$ cat src/rtl/btn_pkg.sv
// Shared constants and helpers for the push-button conditioner.
// Default timing assumes a 50 MHz system clock.
package btn_pkg;

    // 10 ms settle window at 50 MHz.
    localparam int SETTLE_10MS_50MHZ   = 500000;
    // 500 ms hold before the first auto-repeat press.
    localparam int REPEAT_DELAY_500MS  = 25000000;
    // 100 ms between later auto-repeat presses.
    localparam int REPEAT_PERIOD_100MS = 5000000;

    // Width needed to hold values 0..max_count. Never returns less than 1.
    function automatic int cnt_width(input int max_count);
        int w;
        w = (max_count < 1) ? 1 : $clog2(max_count + 1);
        return (w < 1) ? 1 : w;
    endfunction

endpackage

$ cat src/rtl/btn_debounce_cell.sv
// One button channel. It contains a 2-FF synchroniser, a settle counter
// that restarts on every bounce, the debounced level, one-cycle
// press/release pulses and a press-toggled latch.
// Optional auto-repeat is enabled by the macro BTN_DEBOUNCE_REPEAT_EN.
module btn_debounce_cell
    import btn_pkg::*;
#(
    parameter int SETTLE_CYCLES = SETTLE_10MS_50MHZ,
    parameter int REPEAT_DELAY  = REPEAT_DELAY_500MS,
    parameter int REPEAT_PERIOD = REPEAT_PERIOD_100MS
) (
    input  logic i_clk,
    input  logic i_rst,
    input  logic i_btn,
    output logic o_level,
    output logic o_press,
    output logic o_release,
    output logic o_toggle
);

    localparam int CNT_W = cnt_width(SETTLE_CYCLES);

    if (SETTLE_CYCLES < 1) begin : g_bad_settle
        $error("btn_debounce_cell: SETTLE_CYCLES must be >= 1");
    end
    if (REPEAT_DELAY < 1 || REPEAT_PERIOD < 1) begin : g_bad_repeat
        $error("btn_debounce_cell: REPEAT_DELAY and REPEAT_PERIOD must be >= 1");
    end

    logic             r_sync1;
    logic             r_sync2;
    logic [CNT_W-1:0] r_cnt;
    logic             r_level;
    logic             r_press;
    logic             r_release;
    logic             r_toggle;

    logic w_differs;
    logic w_accept;
    logic w_accept_press;
    logic w_accept_release;
    logic w_rep_fire;

    // A change is accepted once the synchronised input has disagreed with
    // the level for SETTLE_CYCLES consecutive cycles.
    assign w_differs        = (r_sync2 != r_level);
    assign w_accept         = w_differs && (r_cnt == CNT_W'(SETTLE_CYCLES - 1));
    assign w_accept_press   = w_accept &&  r_sync2;
    assign w_accept_release = w_accept && !r_sync2;

    // Two-stage synchroniser for the asynchronous pin.
    always_ff @(posedge i_clk) begin
        if (i_rst) begin
            r_sync1 <= 1'b0;
            r_sync2 <= 1'b0;
        end else begin
            r_sync1 <= i_btn;
            r_sync2 <= r_sync1;
        end
    end

    // Settle counter. Agreement clears it, so any bounce restarts the count.
    always_ff @(posedge i_clk) begin
        if (i_rst) begin
            r_cnt   <= '0;
            r_level <= 1'b0;
        end else if (!w_differs) begin
            r_cnt   <= '0;
        end else if (w_accept) begin
            r_cnt   <= '0;
            r_level <= r_sync2;
        end else begin
            r_cnt   <= r_cnt + CNT_W'(1);
        end
    end

`ifdef BTN_DEBOUNCE_REPEAT_EN
    localparam int REP_MAX = (REPEAT_DELAY > REPEAT_PERIOD) ? REPEAT_DELAY : REPEAT_PERIOD;
    localparam int REP_W   = cnt_width(REP_MAX);

    logic [REP_W-1:0] r_rep_cnt;
    logic             r_rep_armed;
    logic [REP_W-1:0] w_rep_target;

    // The first repeat waits REPEAT_DELAY cycles and later repeats wait
    // REPEAT_PERIOD cycles. A pending release suppresses the repeat so
    // press and release never coincide.
    assign w_rep_target = r_rep_armed ? REP_W'(REPEAT_PERIOD - 1) : REP_W'(REPEAT_DELAY - 1);
    assign w_rep_fire   = r_level && !w_accept && (r_rep_cnt == w_rep_target);

    // Repeat counter. It runs only while the debounced level is high.
    always_ff @(posedge i_clk) begin
        if (i_rst || !r_level || w_accept) begin
            r_rep_cnt   <= '0;
            r_rep_armed <= 1'b0;
        end else if (w_rep_fire) begin
            r_rep_cnt   <= '0;
            r_rep_armed <= 1'b1;
        end else begin
            r_rep_cnt   <= r_rep_cnt + REP_W'(1);
        end
    end
`else
    assign w_rep_fire = 1'b0;
`endif

    // Registered pulses line up with the cycle in which the level changes.
    // Only genuine presses flip the toggle.
    always_ff @(posedge i_clk) begin
        if (i_rst) begin
            r_press   <= 1'b0;
            r_release <= 1'b0;
            r_toggle  <= 1'b0;
        end else begin
            r_press   <= w_accept_press || w_rep_fire;
            r_release <= w_accept_release;
            if (w_accept_press) begin
                r_toggle <= ~r_toggle;
            end
        end
    end

    assign o_level   = r_level;
    assign o_press   = r_press;
    assign o_release = r_release;
    assign o_toggle  = r_toggle;

endmodule

$ cat src/rtl/btn_debounce_multi.sv
// N-channel push-button conditioner. It places one debounce cell per
// button pin and adds aggregate any-button outputs for the control FSM.
// Optional auto-repeat is enabled by the macro BTN_DEBOUNCE_REPEAT_EN.
module btn_debounce_multi
    import btn_pkg::*;
#(
    parameter int N_BTN         = 4,
    parameter int SETTLE_CYCLES = SETTLE_10MS_50MHZ,
    parameter int REPEAT_DELAY  = REPEAT_DELAY_500MS,
    parameter int REPEAT_PERIOD = REPEAT_PERIOD_100MS
) (
    input  logic             clk,
    input  logic             rst,
    input  logic [N_BTN-1:0] btn_in,
    output logic [N_BTN-1:0] btn_level,
    output logic [N_BTN-1:0] btn_press,
    output logic [N_BTN-1:0] btn_release,
    output logic [N_BTN-1:0] btn_toggle,
    output logic             any_level,
    output logic             any_press
);

    if (N_BTN < 1) begin : g_bad_nbtn
        $error("btn_debounce_multi: N_BTN must be >= 1");
    end

    // Every channel is fully independent.
    for (genvar g = 0; g < N_BTN; g++) begin : g_cell
        btn_debounce_cell #(
            .SETTLE_CYCLES (SETTLE_CYCLES),
            .REPEAT_DELAY  (REPEAT_DELAY),
            .REPEAT_PERIOD (REPEAT_PERIOD)
        ) u_cell (
            .i_clk     (clk),
            .i_rst     (rst),
            .i_btn     (btn_in[g]),
            .o_level   (btn_level[g]),
            .o_press   (btn_press[g]),
            .o_release (btn_release[g]),
            .o_toggle  (btn_toggle[g])
        );
    end

    // Aggregate outputs are combinational ORs of the registered vectors.
    assign any_level = |btn_level;
    assign any_press = |btn_press;

endmodule

$ cat config.mk
export PLATFORM = sky130hd
export DESIGN_NAME = btn_debounce_multi
export DESIGN_NICKNAME = d
export VERILOG_FILES = /design/src/rtl/btn_pkg.sv /design/src/rtl/btn_debounce_cell.sv /design/src/rtl/btn_debounce_multi.sv
export SDC_FILE = /design/constraint.sdc
export NUM_CORES = 1
export LEC_CHECK = 0
export CAP_MARGIN = 20
export CORE_MARGIN = 5
export CORE_UTILIZATION = 60
export CTS_BUF_LIST = sky130_fd_sc_hd__clkbuf_8
export DETAILED_ROUTE_END_ITERATION = 10
export PLACE_DENSITY = 0.86
export SYNTH_ARGS = -nofsm -noshare
export SYNTH_HDL_FRONTEND = slang
export SYNTH_SLANG_ARGS = --single-unit
$ cat constraint.sdc
create_clock -name clk -period 2.52 [get_ports clk]
set_clock_uncertainty 0.05 [all_clocks]
set_input_delay 0.504 -clock clk [delete_from_list [all_inputs] [get_ports clk]]
set_output_delay 0.504 -clock clk [all_outputs]
set_load 0.02 [all_outputs]
Word-level counts from Yosys, hierarchy flattened
Index checks and enable logic that the tools add are counted.
W data, S select, Z words.
{ "word_totals": {"reg_bits": 100, "in_bits": 6, "out_inout_bits": 18, "word_cells": 74} }
{ "classes": {"add_sub_neg": 4, "eq_ne": 8, "bitwise_logic": 8, "n_reduce_logical": 26} }
{ "op_table": {"columns": ["operator", "count"], "rows": [
  ["$add A19 B1 Y19 const B", 4],
  ["$eq A19 B19 Y1 const B", 4],
  ["$logic_and A1 B1 Y1", 12],
  ["$reduce_or A3 Y1", 4],
  ["$not A1 Y1", 8],
  ["$reduce_and A2 Y1", 4],
  ["$reduce_or A4 Y1", 2],
  ["$logic_not A1 Y1", 4],
  ["$ne A1 B1 Y1", 4]
]} }

Logic depth before layout (Yosys ltp)
Gate-level depths: netlist (run 1).
{ "logic_depth": {"ltp_word": 3, "depth_mapped": 7, "mapped_depth_nobuf": 5} }

Hierarchy
From an unflattened synthesis (run 1), not the netlist that was laid out.
{ "unflattened": {"cells_unflattened": 490, "hier_area_um2": 4509.3} }
{ "by_module_without_submodules": {"columns": ["module", "instances", "cells_each", "area_each_um2", "seq_area_each_um2"], "rows": [
  ["btn_debounce_cell", 4, 122, 1123.6, 500.5],
  ["btn_debounce_multi", 1, 2, 15.0, 0.0]
]} }

Worst setup path after synthesis (run 1)
No wires, ideal clock.
{ "synth_timing": {"path_type": "reg2reg", "start": "reg g_cell[3].u_cell.r_cnt[6]", "end": "reg g_cell[3].u_cell.r_cnt[10]", "setup_ps": 117, "arrival_time_ps": 1970, "required_time_ps": 2353, "path_slack_ps": 383, "path_stages_with_launch": 7, "n_path_buf": 2, "period_less_slack_ps": 2137, "path_cell_list": "dfxtp_1 or4_1 or4_1 buf_2 o21ai_2 buf_2 nor2_1"} }
{ "synth_via": {"elab_chain_cells": 3, "elab_cells_between_ends": 4, "classes_between": "add/sub: 1; eq/ne: 1; reduce/logical: 2"} }
{ "synth_rtl": {"columns": ["item", "line", "source"], "rows": [
  ["from (decl)", "btn_debounce_cell.sv:32", "logic [CNT_W-1:0] r_cnt;"],
  ["from (signal assigned)", "btn_debounce_cell.sv:73", "r_cnt <= r_cnt + CNT_W'(1);"],
  ["parallel branches: the longest is 3 deep, another holds $add A19 B1 Y19", null, null]
]} }
Several ways; the timed one is not identified.
A chain may end at the register's enable or synchronous reset.

Final worst setup path (run 1)
{ "layout_timing": {"start": "reg g_cell[3].u_cell.r_level", "end": "out any_level"} }
{ "layout_via": {"elab_chain_cells": 1} }
{ "layout_rtl": {"columns": ["item", "line", "source"], "rows": [
  ["from (decl)", "btn_debounce_cell.sv:33", "logic r_level;"],
  ["from (signal assigned)", "btn_debounce_cell.sv:71", "r_level <= r_sync2;"],
  ["$reduce_or A4 Y1", "btn_debounce_multi.sv:45", "assign any_level = |btn_level;"],
  ["to (decl)", "btn_debounce_multi.sv:19", "output logic any_level,"]
]} }
Every way passes these cells.

==> reports/metrics.yaml, run 1 <==
status: "completed"
floorplan.initialDensity_pct: 61.6
insertion_delay_ps: 350
ys_seq_area_share_pct: 45.0
rsz0062_at_grt: "false"
cts_setup_buffers: 0
grt_usage_pct: 19.3
wl_per_cell_um: 13.6
ctsResizeCount: 0
power.leakage_nw: 1.48
grt_max_degree: 28
grt_overflow: 0
critical_path.max_stage_delay_ps: 560
coreArea_um2: 7210
min-delay-path-class: "reg2reg"
cts_root_buf: "clkbuf_8"
syn-mean-instance-area_um2: 8.87
drt_iter0_drc: 135
yosysUniqueCellTypes: 45
dp_hpwl_um: 5940
synth_edf_count: 0
post-route-drc-count: 0
crit_fanout: 5
yosysTopAreaCellShare_pct: 45.0
synthesis.area_um2: 4450
antenna_found_initial: 0
clk_pin_slew_ps: 90
place_ws_ps: 345
fmax_ghz: 0.428
synth_warnings: 0
worstSetupPathType: "reg2out"
worstSetupStartpointType: "flip-flop"
ys_async_sr_fraction_pct: 0
cts_tree: "built"
fp.dieW_um: 96.1
drt_pass1_iterations: 4
mostFrequentLayoutCell: "dfxtp_1"
wl_um: 8340
portBuffers: 23
slew_violations: 0
io_pins: 24
path_cells: "or4_1, clkdlybuf4s50_1"
finalSetupViolations: 0
dieArea_um2: 9230
crit_buf_inv: 1
fin_crit_sh_pct: 92.7
slew_headroom_pct: 58.1
clkSinkCount: 100
diodes: 0
critPathRequiredTime_ps: 1970
peakVddDrop_mv: 0.325
period_minus_slack_ps: 2340
synth_ff_type: "dfxtp_1"
cp_data_arrival_time_ps: 1780
final_antenna_net_count: 0
grt_pass1_vias: 3267
tightestPinTransition_ps: 623
hold_viol_final: 0
layout_common_cells: "dfxtp_1 (100), nor2_1 (59), nand3_1 (32)"
n_fill_cell: 584
drive_above_1_share_pct: 6.40
nets: 521
critPathSlowestCell: "clkdlybuf4s50_1"
die_h_um: 96.1
pwr_density_cell_nw_per_um2: 554
yosysTopAreaCell: "dfxtp_1"
syn2layout_area_growth_pct: 9.37
yosys_register_bits: 100
yosys-top-cells-area: "dfxtp_1 (45%), xor2_1 (5.5%), nor2_1 (5.0%)"
fin_ws_ps: 184
fin_setup_tns_ps: 0
cp_top_family: "buffers and inverters"
cts-buffers-inserted: 9
syn-num-nets: 511
cap_viol_max_count: 0
gp_congestion: 0.864
num_rows: 31
clk_path_buf_depth: 2
via_per_inst: 5.74
vias: 3531
cts_max_level: 3
cts_hold_buf: 0
endpoint_kind: "primary output"
synthCells: 501
grt_pass1_wl_um: 14200
[state kept, by name, summed over array words and instances (netlist names)]
signal                   flops
g_cell.u_cell.o_press        4
g_cell.u_cell.r_sync2        4
g_cell.u_cell.r_cnt         76
g_cell.u_cell.o_toggle       4
g_cell.u_cell.o_level        4
g_cell.u_cell.r_sync1        4
g_cell.u_cell.o_release      4
[final timing paths]
| path | endpoint | slack, ps | cells past startpoint | startpoint |
|---|---|---|---|---|
| setup / recovery | any_level | 180 | 2 | g_cell[3].u_cell.o_level$_SDFFE_PP0P_ |
| hold / removal | g_cell[2].u_cell.r_sync2$_SDFF_PP0_ | 390 | 1 | g_cell[2].u_cell.r_sync1$_SDFF_PP0_ |
| setup reg to reg | g_cell[3].u_cell.o_toggle$_SDFFE_PP0P_ | 320 | 4 | g_cell[3].u_cell.r_cnt[6]$_SDFF_PP0_ |
| hold reg to reg | g_cell[2].u_cell.r_sync2$_SDFF_PP0_ | 390 | 1 | g_cell[2].u_cell.r_sync1$_SDFF_PP0_ |
[cells in the mapped netlist, types with 2 or more instances]
cell,n
inv_1,9
xnor2_1,23
ha_1,4
and4_1,11
clkbuf_1,9
or2_2,3
o31ai_1,10
or3b_2,2
a21oi_1,27
nor3_1,17
nand2_1,18
nor2b_1,9
xor2_1,28
nand4_1,28
nor2_1,59
and3_1,8
buf_4,16
buf_2,4
or4_1,15
buf_6,2
dfxtp_1,100
o21ai_2,2
nor4_1,9
or3_1,13
nand3_1,32
nor4b_1,2
o21ai_0,13
and2_1,3
nand2b_1,9
[cell type report]
type / count / area (um^2) / share of cell area (%)
Clock inverter: 7 / 85.1 / 1.75
Timing Repair Buffer: 32 / 298 / 6.12
Clock buffer: 9 / 124 / 2.55
Tap cell: 99 / 124 / 2.55
Inverter: 9 / 33.8 / 0.695
Sequential cell: 100 / 2000 / 41.2
Multi-Input combinational cell: 359 / 2200 / 45.2
[worst register-to-register path, delay by kind of cell (launching register included)]
kind               cells  cell delay [ps]
DFF                    1              350
AOI/OAI and AO/OA      1              150
and+or+nand+nor        3             1590
[cells by family after synthesis]
logic type	synth area share (%)
buffers and inverters	5.57
DFF	45.0
xor gates and xnor gates	10.0
and+or+nand+nor	30.6
AOI/OAI and AO/OA	7.63
adders and majority gates	1.13
[per-stage QoR]
stage	hold slack (ps)	total power [W]	std cells	instance area (um^2)	utilization (%)
3_3_place_gp	368	0.00167	599	4650	64.5
3_5_place_dp	378	0.00167	599	4650	64.5
2_1_floorplan	364	0.00165	501	4450	-
6_report	395	0.00269	615	4860	67.4
4_1_cts	401	0.00272	615	4860	67.4
5_1_grt	418	0.00279	615	4860	67.4
[metal layers]
layer	global-route usage [%]	wire length (um)
met4	7.23	108
met1	24.0	3800
met2	31.6	4030
met3	5.55	402
met5	0	0
[where the power goes]
group	internal, W	leakage (nW)	switching [W]
registers	0.00159	0.807	0.00000458
clock network	0.000549	0.117	0.000514
logic	0.0000183	0.555	0.0000227
(Power assumes the default switching activity.)
==> run 2: changes to the inputs <==
- TNS_END_PERCENT: not set -> 20
==> results of run 2 <==
Final layout, timing and power as in run 1 (identical DEF).
==> run 3: changes to the inputs <==
- CAP_MARGIN: 20 -> not set
==> results of run 3 <==
Final layout, timing and power as in run 1 (identical DEF).
==> variant 1 (flow settings as in run 3) <==
Change the parameter `N_BTN` from 4 to 3.
--- a/src/rtl/btn_debounce_multi.sv
+++ b/src/rtl/btn_debounce_multi.sv
@@ -6,3 +6,3 @@
 #(
-    parameter int N_BTN         = 4,
+    parameter int N_BTN         = 3,
     parameter int SETTLE_CYCLES = SETTLE_10MS_50MHZ,
Ports: changed (5 resized); port bits go from 24 to 19. No check against the original RTL was run, so the function may have changed too.
==> variant 1 against run 3 <==
Sequential cell count fell by 25. Register-to-register slack got worse by 0.04 ns. Setup slack improved by 0.092 ns. Combinational power fell by 28%. Routed wire length fell by 20%. Hold slack improved by 0.0020 ns. Synthesized cell count fell by 25%. Cell area fell by 24%. Count of clock-buffer cells in the layout rose by 3. Synthesized area fell by 25%. Power fell by 19%. Global-route usage rose by 0.80 points. Sequential share of layout area fell by 0.59 points.
==> variant 1: results (changes against run 3) <==
- XOR/XNOR share of the synthesized area: 10.6% (+0.52 points)
- Fill cells: 416 (-29%)
- Port bufs: 18 (-22%)
- Sequential element share of the synthesized area: 45.3% (+0.27 points)
- Yosys cell types: 37 (-18%)
- Post-DP HPWL: 4.68 mm (-21%)
- Largest net degree at the start of global routing: 18 (-36%)
- Pleak: 1.12 nW (-24%)
- DR WL met2: 3.24 mm (-20%)
- Total track usage: 20.1% (+0.80 points)
- Status: complete, no violations
- Final GP Congestion: 0.817 (-5.5%)
- Clock Latency Late Sink: 0.33 ns (-0.02 ns)
- Multiplexer area fraction after synthesis: 0.302% (+0.30 points)
- Dpl cells: 448 (-25%)
- Detailed-route vias per instance: 5.80 (+0.94%)
- Met2 usage: 33.9% (+2.4 points)
- Detail Route met3 WL: 313 um (-22%)
- GR Util met1: 24.6% (+0.58 points)
- Worst min-delay path startpoint: g_cell[0].u_cell.r_sync1$_SDFF_PP0_
- Arrival time worst endpoint: 2.46 ns (+0.68 ns)
- First-pass GRT wire length: 11.8 mm (-17%)
- Compound-gate portion of the synthesized area: 6.42% (-1.2 points)
- Worst rel slew slack: 53.1% (-5.0 points)
- Crit-path max FO: 9 (+4)
- Clock-pin slew on the worst setup and hold paths: 0.07 ns (-0.02 ns)
- Area contributors post-synth: dfxtp_1 (45%), xnor2_1 (6.3%), nor2_1 (5.3%)
- Post-Syn Nets: 385 (-25%)
- 1st-iter DRT viols: 221 (+64%)
- Worst r2r src: g_cell[1].u_cell.r_cnt[0]$_SDFF_PP0_
- Setup WS pre-CTS: 0.0372 ns (-0.307 ns)
- Share of layout cells above drive strength 1: 6.89% (+0.49 points)
- Commonest cells post-synth: dfxtp_1 (75), nor2_1 (47), xnor2_1 (24)
- Max VDD drop: 0.000251 V (-23%)
- Total wire length: 6.66 mm (-20%)
==> variant 1: changes by cell type in the layout (fill, tap and decap cells not counted), sizes merged, moves of 7 or more <==
cell,before,now
dfxtp,100,75
nor2,59,47
nand4,28,17
a21oi,27,19
xor2,28,16
and4,12,5
nand3,32,20
==> variant 1: kinds of logic (layout without fill, tap and decap cells) <==
kind of cell    after synthesis  in the layout
mux                           1              1
compound gates               38             38
flops                        75             75
buf+inv                      30             45
fa+ha+maj                     3              3
simple gates                190            190
xor+xnor                     40             40
==> variant 1: report_power, final <==
group          switching (mW)  internal, mW
registers             0.00345          1.19
clock network           0.417         0.537
logic                  0.0167        0.0129
total                   0.437          1.74
==> variant 1: area by class of cell <==
class	count	area, um2	share of cell area (%)
clock buffer	12	165	4.46
clock inverter	4	47.5	1.29
inverter	7	26.3	0.710
multi-input combinational	272	1660	44.8
sequential	75	1500	40.6
tap	72	90.1	2.43
timing repair buffer	22	210	5.68
==> variant 1: stage by stage <==
stage / instance area [um2] / hold slack, ns
finish: 3700 / 0.397
global route: 3700 / 0.403
CTS: 3690 / 0.400
detailed placement: 3480 / 0.384
global placement: 3480 / 0.371
floorplan: 3310 / 0.363
==> variant 1: path summary, 6_finish.rpt <==
check	to	slack, ns	depth (start not counted)
hold / removal	g_cell[0].u_cell.r_sync2$_SDFF_PP0_	0.40	1
setup reg to reg	g_cell[1].u_cell.r_cnt[18]$_SDFF_PP0_	0.28	5
hold reg to reg	g_cell[0].u_cell.r_sync2$_SDFF_PP0_	0.40	1
setup / recovery	g_cell[1].u_cell.r_cnt[18]$_SDFF_PP0_	0.28	5
==> variant 1: worst max-delay path, stage by stage (launching register included) <==
cell,delay [ns]
dfxtp_1,0.40
ha_1,0.23
nand4_1,0.34
or3_1,0.49
or4_1,0.51
a21oi_1,0.15
==> variant 2 (settings of run 3) <==
Made on the original files. Register the input `btn_in` before use, without a reset. The logic sees it one clock later.
--- a/src/rtl/btn_debounce_multi.sv
+++ b/src/rtl/btn_debounce_multi.sv
@@ -22,2 +22,8 @@
 
+    logic [N_BTN-1:0] btn_q;
+
+    always_ff @(posedge clk) begin
+        btn_q <= btn_in;
+    end
+
     if (N_BTN < 1) begin : g_bad_nbtn
@@ -35,3 +41,3 @@
             .i_rst     (rst),
-            .i_btn     (btn_in[g]),
+            .i_btn     (btn_q[g]),
             .o_level   (btn_level[g]),
Function: same outputs for any inputs over 10 cycles, from zero or initial values and one cycle with rst high; that may be too few to reach the edited logic, so the function may still have changed.
==> variant 2 against run 3 <==
Hold slack got worse by 0.0012 ns. Power fell by 1.7%. Synthesized area up 3.3%. First-iteration DRC count up 13%. Routed wire length increased by 3.0%. Cell area is 2.1% higher. Sequential cell count grew 4. Setup slack worse by 0.095 ns. Sequential share of layout area grew 0.76 points.
==> variant 2: results (changes against run 3) <==
- Status: complete, no violations
- Multiplexer area fraction after synthesis: 1.14% (+1.1 points)
- DR WL met2: 4.27 mm (+6.2%)
- Setup WS pre-CTS: 0.353 ns (+0.00805 ns)
- GR Util met1: 24.1% (+0.061 points)
- Dpl cells: 606 (+1.2%)
- 1st-iter DRT viols: 153 (+13%)
- Met2 usage: 31.7% (+0.16 points)
- Via count: 3566 (+0.99%)
- Synth Area in Adders: 1.09% (-0.036 points)
- Sequential element share of the synthesized area: 45.3% (+0.31 points)
- Yosys cell types: 50 (+11%)
- P_sw: 0.546 mW (+0.96%)
- Total track usage: 18.7% (-0.60 points)
- Nets: 525 (+0.77%)
- Area contributors post-synth: dfxtp_1 (45%), xnor2_1 (7.8%), nor2_1 (6.2%)
- Max stage delay on crit path: 0.59 ns (+0.03 ns)
- Arrival time worst endpoint: 1.88 ns (+0.10 ns)
- Fill cells: 629 (+7.7%)
- Commonest cells post-synth: dfxtp_1 (104), nor2_1 (76), xnor2_1 (41)
- Final GP Congestion: 0.863 (-0.10%)
- Final Cycle Share: 96.5% (+3.8 points)
- Total wire length: 8.59 mm (+3.0%)
- Reg-to-reg slack, setup: 0.41 ns (+0.09 ns)
- Max VDD drop: 0.000466 V (+43%)
- Compound-gate portion of the synthesized area: 5.04% (-2.6 points)
- Vias in the first global route: 3405 (+4.2%)
- Layout Cells excl Fill: 622 (+1.1%)
- Pleak: 1.50 nW (+1.6%)
- Worst r2r src: g_cell[2].u_cell.r_cnt[9]$_SDFF_PP0_
- Met3 track demand over resource: 2.87% (-2.7 points)
[variant 2: changes by cell type after synthesis, sizes merged, moves of 10 or more]
cell   change
xnor2     +18
a21oi     -11
nor4      +14
nor2      +17
or3       -10
xor2      -11
[variant 2: how the worst max path moves through the flow]
| stage | start | end | slack, ns | cells after the start |
|---|---|---|---|---|
| finish | g_cell[2].u_cell.o_level$_SDFFE_PP0P_ | any_level | 0.09 | 2 |
| floorplan | g_cell[0].u_cell.r_cnt[0]$_SDFF_PP0_ | g_cell[0].u_cell.r_cnt[10]$_SDFF_PP0_ | 0.85 | 6 |
| global placement | rst | g_cell[2].u_cell.o_level$_SDFFE_PP0P_ | 0.42 | 4 |
| detailed placement | rst | g_cell[0].u_cell.r_cnt[6]$_SDFF_PP0_ | 0.35 | 5 |
| global route | g_cell[2].u_cell.o_level$_SDFFE_PP0P_ | any_level | 0.05 | 2 |
| CTS | g_cell[2].u_cell.o_level$_SDFFE_PP0P_ | any_level | 0.06 | 2 |
[variant 2: cell type report]
type / count / area [um2] / share of cell area, %
well taps: 102 / 128 / 2.57
inverters: 11 / 41.3 / 0.832
flip-flops and latches: 104 / 2080 / 41.9
clock inverters: 4 / 20.0 / 0.403
repair buffers: 26 / 253 / 5.09
multi-input cells: 363 / 2280 / 45.8
clock buffers: 12 / 165 / 3.33
[variant 2: cells by family after synthesis]
kind of cell / Yosys count
and+or+nand+nor: 259
xor gates and xnor gates: 58
AOI/OAI and AO/OA: 37
DFF: 104
buffers and inverters: 40
adders and majority gates: 4
muxes: 5
[variant 2: per-stage QoR]
step                util (%)  hold WS [ns]
CTS                     65.3         0.397
detailed placement      62.8         0.375
global route            65.3         0.414
global placement        62.8         0.369
finish                  65.3         0.393
floorplan                  -         0.364
